--- src/rtl/cm_rx_fifo.sv ---
// cm_rx_fifo: receive stage for the Xmega->FPGA byte interconnect.
// Samples CM[7:0] on each CLK_inter rising edge, resynchronises into CLK_50,
// and buffers bytes in a show-ahead FIFO drained over a valid/ready stream.
// Ports:
//   CLK_50, RST_n        system clock, async active-low reset
//   CM, CLK_inter        asynchronous data bus and byte strobe from the Xmega
//   rx_data, rx_valid,   head-of-FIFO stream; pop when rx_valid & rx_ready
//   rx_ready
//   fifo_level           occupancy 0..DEPTH
//   overflow, drop_count sticky drop flag and saturating drop counter
//   clr_ovf              synchronous clear of overflow/drop_count
//   LED                  debug view; built only with CM_RX_LED_EN defined
//                        (last accepted byte, 8'hFF while overflow), else 8'h00
module cm_rx_fifo #(
    parameter int DEPTH = 8
) (
    input  logic                   CLK_50,
    input  logic                   RST_n,
    input  logic [7:0]             CM,
    input  logic                   CLK_inter,
    output logic [7:0]             rx_data,
    output logic                   rx_valid,
    input  logic                   rx_ready,
    output logic [$clog2(DEPTH):0] fifo_level,
    output logic                   overflow,
    output logic [7:0]             drop_count,
    input  logic                   clr_ovf,
    output logic [7:0]             LED
);
    localparam int AW = $clog2(DEPTH);

    logic [7:0]    cm_s1, cm_s2;
    logic          ck_s1, ck_s2, ck_s3, armed;
    logic [AW-1:0] wr_ptr, rd_ptr;
    logic [7:0]    mem [DEPTH];
    logic          strobe, pop, full, push, drop;

    assign strobe   = ck_s2 & ~ck_s3 & armed;
    assign pop      = rx_valid & rx_ready;
    assign full     = fifo_level == (AW+1)'(DEPTH);
    assign push     = strobe & (~full | pop);
    assign drop     = strobe & full & ~pop;
    assign rx_valid = fifo_level != '0;
    assign rx_data  = rx_valid ? mem[rd_ptr] : 8'h00;

    // Strobe synchroniser resets high so a CLK_inter held high through reset
    // never looks like a fresh low phase; armed only sets on a real low.
    always_ff @(posedge CLK_50 or negedge RST_n) begin
        if (!RST_n) begin
            cm_s1 <= 8'h00;
            cm_s2 <= 8'h00;
            ck_s1 <= 1'b1;
            ck_s2 <= 1'b1;
            ck_s3 <= 1'b1;
            armed <= 1'b0;
        end else begin
            cm_s1 <= CM;
            cm_s2 <= cm_s1;
            ck_s1 <= CLK_inter;
            ck_s2 <= ck_s1;
            ck_s3 <= ck_s2;
            armed <= armed | ~ck_s2;
        end
    end

    // Pointers wrap naturally because DEPTH is a power of two.
    always_ff @(posedge CLK_50 or negedge RST_n) begin
        if (!RST_n) begin
            wr_ptr     <= '0;
            rd_ptr     <= '0;
            fifo_level <= '0;
        end else begin
            if (push) wr_ptr <= wr_ptr + 1'b1;
            if (pop) rd_ptr <= rd_ptr + 1'b1;
            fifo_level <= fifo_level + (AW+1)'(push) - (AW+1)'(pop);
        end
    end

    always_ff @(posedge CLK_50) begin
        if (push) mem[wr_ptr] <= cm_s2;
    end

    // A drop on the clearing edge wins, leaving overflow=1, drop_count=1.
    always_ff @(posedge CLK_50 or negedge RST_n) begin
        if (!RST_n) begin
            overflow   <= 1'b0;
            drop_count <= 8'h00;
        end else begin
            overflow   <= clr_ovf ? drop : (overflow | drop);
            drop_count <= clr_ovf ? {7'd0, drop} :
                          (drop && drop_count != 8'hFF) ? drop_count + 8'd1 : drop_count;
        end
    end

`ifdef CM_RX_LED_EN
    logic [7:0] led_q;
    always_ff @(posedge CLK_50 or negedge RST_n) begin
        if (!RST_n) led_q <= 8'h00;
        else if (push) led_q <= cm_s2;
    end
    assign LED = overflow ? 8'hFF : led_q;
`else
    assign LED = 8'h00;
`endif
endmodule

--- config.mk ---
export PLATFORM = sky130hd
export DESIGN_NAME = cm_rx_fifo
export DESIGN_NICKNAME = d
export VERILOG_FILES = /design/src/rtl/cm_rx_fifo.sv
export SDC_FILE = /design/constraint.sdc
export NUM_CORES = 1
export LEC_CHECK = 0
export ABC_AREA = 1
export BUFFER_PORTS_ARGS = -buffer_cell sky130_fd_sc_hd__clkbuf_2
export CELL_PAD_IN_SITES_DETAIL_PLACEMENT = 2
export CELL_PAD_IN_SITES_GLOBAL_PLACEMENT = 2
export CORE_MARGIN = 3
export CORE_UTILIZATION = 42
export DETAILED_ROUTE_END_ITERATION = 8
export GPL_ROUTABILITY_DRIVEN = 0
export PLACE_DENSITY_LB_ADDON = 0.1
export SLEW_MARGIN = 30
export SYNTH_ARGS = -nofsm -noshare
export SYNTH_HDL_FRONTEND = slang
export SYNTH_SLANG_ARGS = --single-unit
--- constraint.sdc ---
create_clock -name CLK_50 -period 3.8 [get_ports CLK_50]
set_input_delay 0.57 -clock CLK_50 [delete_from_list [all_inputs] [get_ports CLK_50]]
set_output_delay 0.57 -clock CLK_50 [all_outputs]
set_load 0.01 [all_outputs]
==> out/results.txt <==
Worst min-delay path class: input port to asynchronous set/reset pin
Sequential cell area: 0.00290 sq mm
Yosys Warn Count: 0
Buffer cell driving the clock tree root: sky130_fd_sc_hd__clkbuf_8
Average wire per cell in the routed design: 18.8 microns
Worst-case clock buffer depth: 2
Clock tree from TritonCTS: done
Area used by multi-input combinational logic: 0.00121 sq mm
Total iterations of the first detailed-routing run: 5
Share of final-layout standard cells stronger than drive strength 1: 16.3%
Placeable core region: 0.00982 sq mm
Max incr delay on CP: 0.91 ns
Area overhead of the layout relative to synthesis: 10.7%
Crit-path max FO: 26
Total power after layout: 3.20 mW
Total clock sinks: 103
Top_reg_cell synth: sky130_fd_sc_hd__edfxtp_1
Outcome: finished clean
Required arrival time at the worst endpoint: 3.23 ns
Setup repair after global routing missed its margin: false
Global router's overall resource usage: 19.5%
Post-cts repair resize count: 0
Startpoint class of the critical path: flip-flop
Maximum operating frequency: 0.361 GHz
Final Setup Violations: 0
Number of antenna violations at the first check in global routing: 0
Clock Skews: 0.0181 ns
Full die area: 0.0114 sq mm
Clock period minus worst slack: 2.77 ns
Post-CTS setup buffer count: 0
Aggregate routed wire length: 10.3 mm
Mapped Area: 0.00427 sq mm
Number of distinct library cells after synthesis: 29
Wire length of the first global-routing pass: 16.7 mm
Crit-path cells: inv_2, nor2_1, o21ai_1, nand3_1, nand2_1, nor2_1, clkbuf_2
Synth Instances: 379
Number of DRC violations after detailed-routing iteration 0: 113
Residual DRC: 0
Period utilization: 73.0%
Initial Util: 43.5%
Leakage: 1.93 nW
Most used cell along the critical path: sky130_fd_sc_hd__nor2_1
I/O Pins: 43
Die height: 107 microns
Syn Area/Cell: 11.3 sq um
Total negative setup slack: 0 ns
Fin nets: 434
Maximum vdd drop: 0.000278 V
Pin count of the biggest net entering global routing: 40
Insertion delay to the later sink of the worst-skew pair: 0.38 ns
Flops & latches, synth: 103
DP HPWL: 7.33 mm
Cell Pwr Density: 677 mW/mm^2
Max Cap Viol: 0
Clock-pin slew of the registers on the worst-case setup and hold paths: 0.11 ns
Final Hold Violating Endpoints: 0
Quantity of hold-fixing buffers added after cts: 0
Cell row count: 36
Crit path max-delay cell type: sky130_fd_sc_hd__dfrtp_1
Via count: 2796
Nature of the critical path endpoint: output pin
Filler cell count: 1068
DR vias/cell: 5.08
Count of H-tree levels built during CTS: 3
Worst rel slew slack: 42.7%
Crit path kind: flip-flop to output pin
Count of final max-slew check failures: 0
Die X-Extent: 107 microns
Number of port buffers: 34
Global route overflow: 0
Final ANT Viol Nets: 0
Asr flop ratio synth: 37.9%
Number of synthesized flops with an enable pin: 64
Number of diodes added for antenna fixing: 0
Share of synthesized area occupied by flip-flops and latches: 67.9%
Critical path arrival: 2.20 ns
Number of global-route vias before repair: 3091
Slew of the pin with the lowest slew margin: 0.857 ns
Clock buffer count from CTS: 9
## final cells by class
type / instances / area share (%)
clock buffers: 9 / 2.62
clock inverters: 7 / 1.80
inverters: 17 / 1.35
multi-input cells: 246 / 25.6
flip-flops and latches: 103 / 61.3
well taps: 133 / 3.52
repair buffers: 35 / 3.81
## worst paths after layout
kind	slack, ns	endpoint	startpoint	cells past startpoint
max in group asynchronous	3.20	cm_s2[4]	RST_n	1
worst max register to register	1.20	mem[5][4]	fifo_level[2]	7
worst min register to register	0.35	cm_s2[3]	cm_s1[3]	0
worst max-delay path	1.03	rx_data[5]	rd_ptr[1]	7
worst min-delay path	0.19	cm_s2[6]	RST_n	1
min in group CLK_50	0.26	ck_s1	CLK_inter	1
## layout by cell type, fill, tap and decap left out
master                       instances
sky130_fd_sc_hd__a21oi_4             1
sky130_fd_sc_hd__fa_1                1
sky130_fd_sc_hd__nor2_2              2
sky130_fd_sc_hd__xnor2_1             3
sky130_fd_sc_hd__dfstp_2             3
sky130_fd_sc_hd__clkbuf_2           33
sky130_fd_sc_hd__dfrtp_1            36
sky130_fd_sc_hd__edfxtp_1           64
sky130_fd_sc_hd__or2_2               1
sky130_fd_sc_hd__o21ai_0            10
sky130_fd_sc_hd__inv_1              13
sky130_fd_sc_hd__o21ai_1            35
sky130_fd_sc_hd__xor2_1              5
sky130_fd_sc_hd__nor2_1             88
sky130_fd_sc_hd__a21oi_1             5
sky130_fd_sc_hd__inv_8               2
sky130_fd_sc_hd__nor3_1              1
sky130_fd_sc_hd__clkbuf_8            9
sky130_fd_sc_hd__nor2_4              2
sky130_fd_sc_hd__conb_1              8
sky130_fd_sc_hd__nand2_1            49
sky130_fd_sc_hd__nand3_4             1
sky130_fd_sc_hd__ha_1                8
sky130_fd_sc_hd__clkinv_1            1
sky130_fd_sc_hd__bufinv_16           1
sky130_fd_sc_hd__nand2_2             2
sky130_fd_sc_hd__nand2_4             1
sky130_fd_sc_hd__nand3_2             1
sky130_fd_sc_hd__inv_6               2
sky130_fd_sc_hd__nand3_1            22
sky130_fd_sc_hd__inv_2               3
sky130_fd_sc_hd__clkbuf_4            1
sky130_fd_sc_hd__clkinvlp_4          2
sky130_fd_sc_hd__buf_4               1
## synthesized netlist by cell type, drive strengths merged (5+ instances only)
cell type  number  area share, %
a21oi           6           0.97
nand3          24            3.2
nand2          52            4.9
edfxtp         64             45
ha              8            2.3
inv            16            1.4
nor2           92            8.6
dfrtp          36             21
xor2            5            1.0
o21ai          45            5.3
buf            19            2.8
## kinds of logic (layout without fill, tap and decap cells)
logic type,after synthesis,count (layout),synth area share [%]
flip-flops,103,103,67.9
buffers and inverters,37,68,4.39
adder cells (fa/ha/maj),9,9,2.81
AO/OA/AOI/OAI,51,51,6.24
XOR/XNOR,8,8,1.64
AND/OR/NAND/NOR,170,170,16.9
other,1,8,0.0878
## metal layers
layer	wire length [microns]	track usage, %	up-vias
li1	-	-	1313
met1	4660	25.5	1410
met2	5300	33.5	48
met3	166	2.17	25
met4	216	7.12	0
met5	0	0	-
## stage by stage
| stage | std cells | util (%) | hold slack [ns] | cell area, sq um | setup WS, ns |
|---|---|---|---|---|---|
| 6_report | 550 | 48.2 | 0.186 | 4730 | 1.03 |
| 5_1_grt | 550 | 48.2 | 0.219 | 4730 | 0.779 |
| 4_1_cts | 550 | 48.2 | 0.212 | 4730 | 0.979 |
| 3_5_place_dp | 534 | 46.0 | 0.338 | 4520 | 1.15 |
| 3_3_place_gp | 534 | 46.0 | 0.333 | 4520 | 1.25 |
| 2_1_floorplan | 386 | - | 0.274 | 4300 | 1.85 |
## state kept, by name (all words and copies together), names as in the netlist
signal and cells:
mem 64, cm_s1 8, cm_s2 8, drop_count 8, fifo_level 4, rd_ptr 3
wr_ptr 3, armed 1, ck_s1 1, ck_s2 1, ck_s3 1, overflow 1
## worst max-delay path, delay by kind of cell (launching register included)
kind | cells | cell delay, ns
AOI/OAI and AO/OA | 1 | 0.09
and+or+nand+nor | 4 | 0.45
buffers and inverters | 2 | 0.37
DFF | 1 | 0.91
## where the power goes
part	internal (mW)	switching, mW	leakage (nW)
clock network	0.318	0.405	0.100
logic	0.360	0.671	0.786
registers	1.31	0.143	1.05
Power figures use the tool's default switching activity.
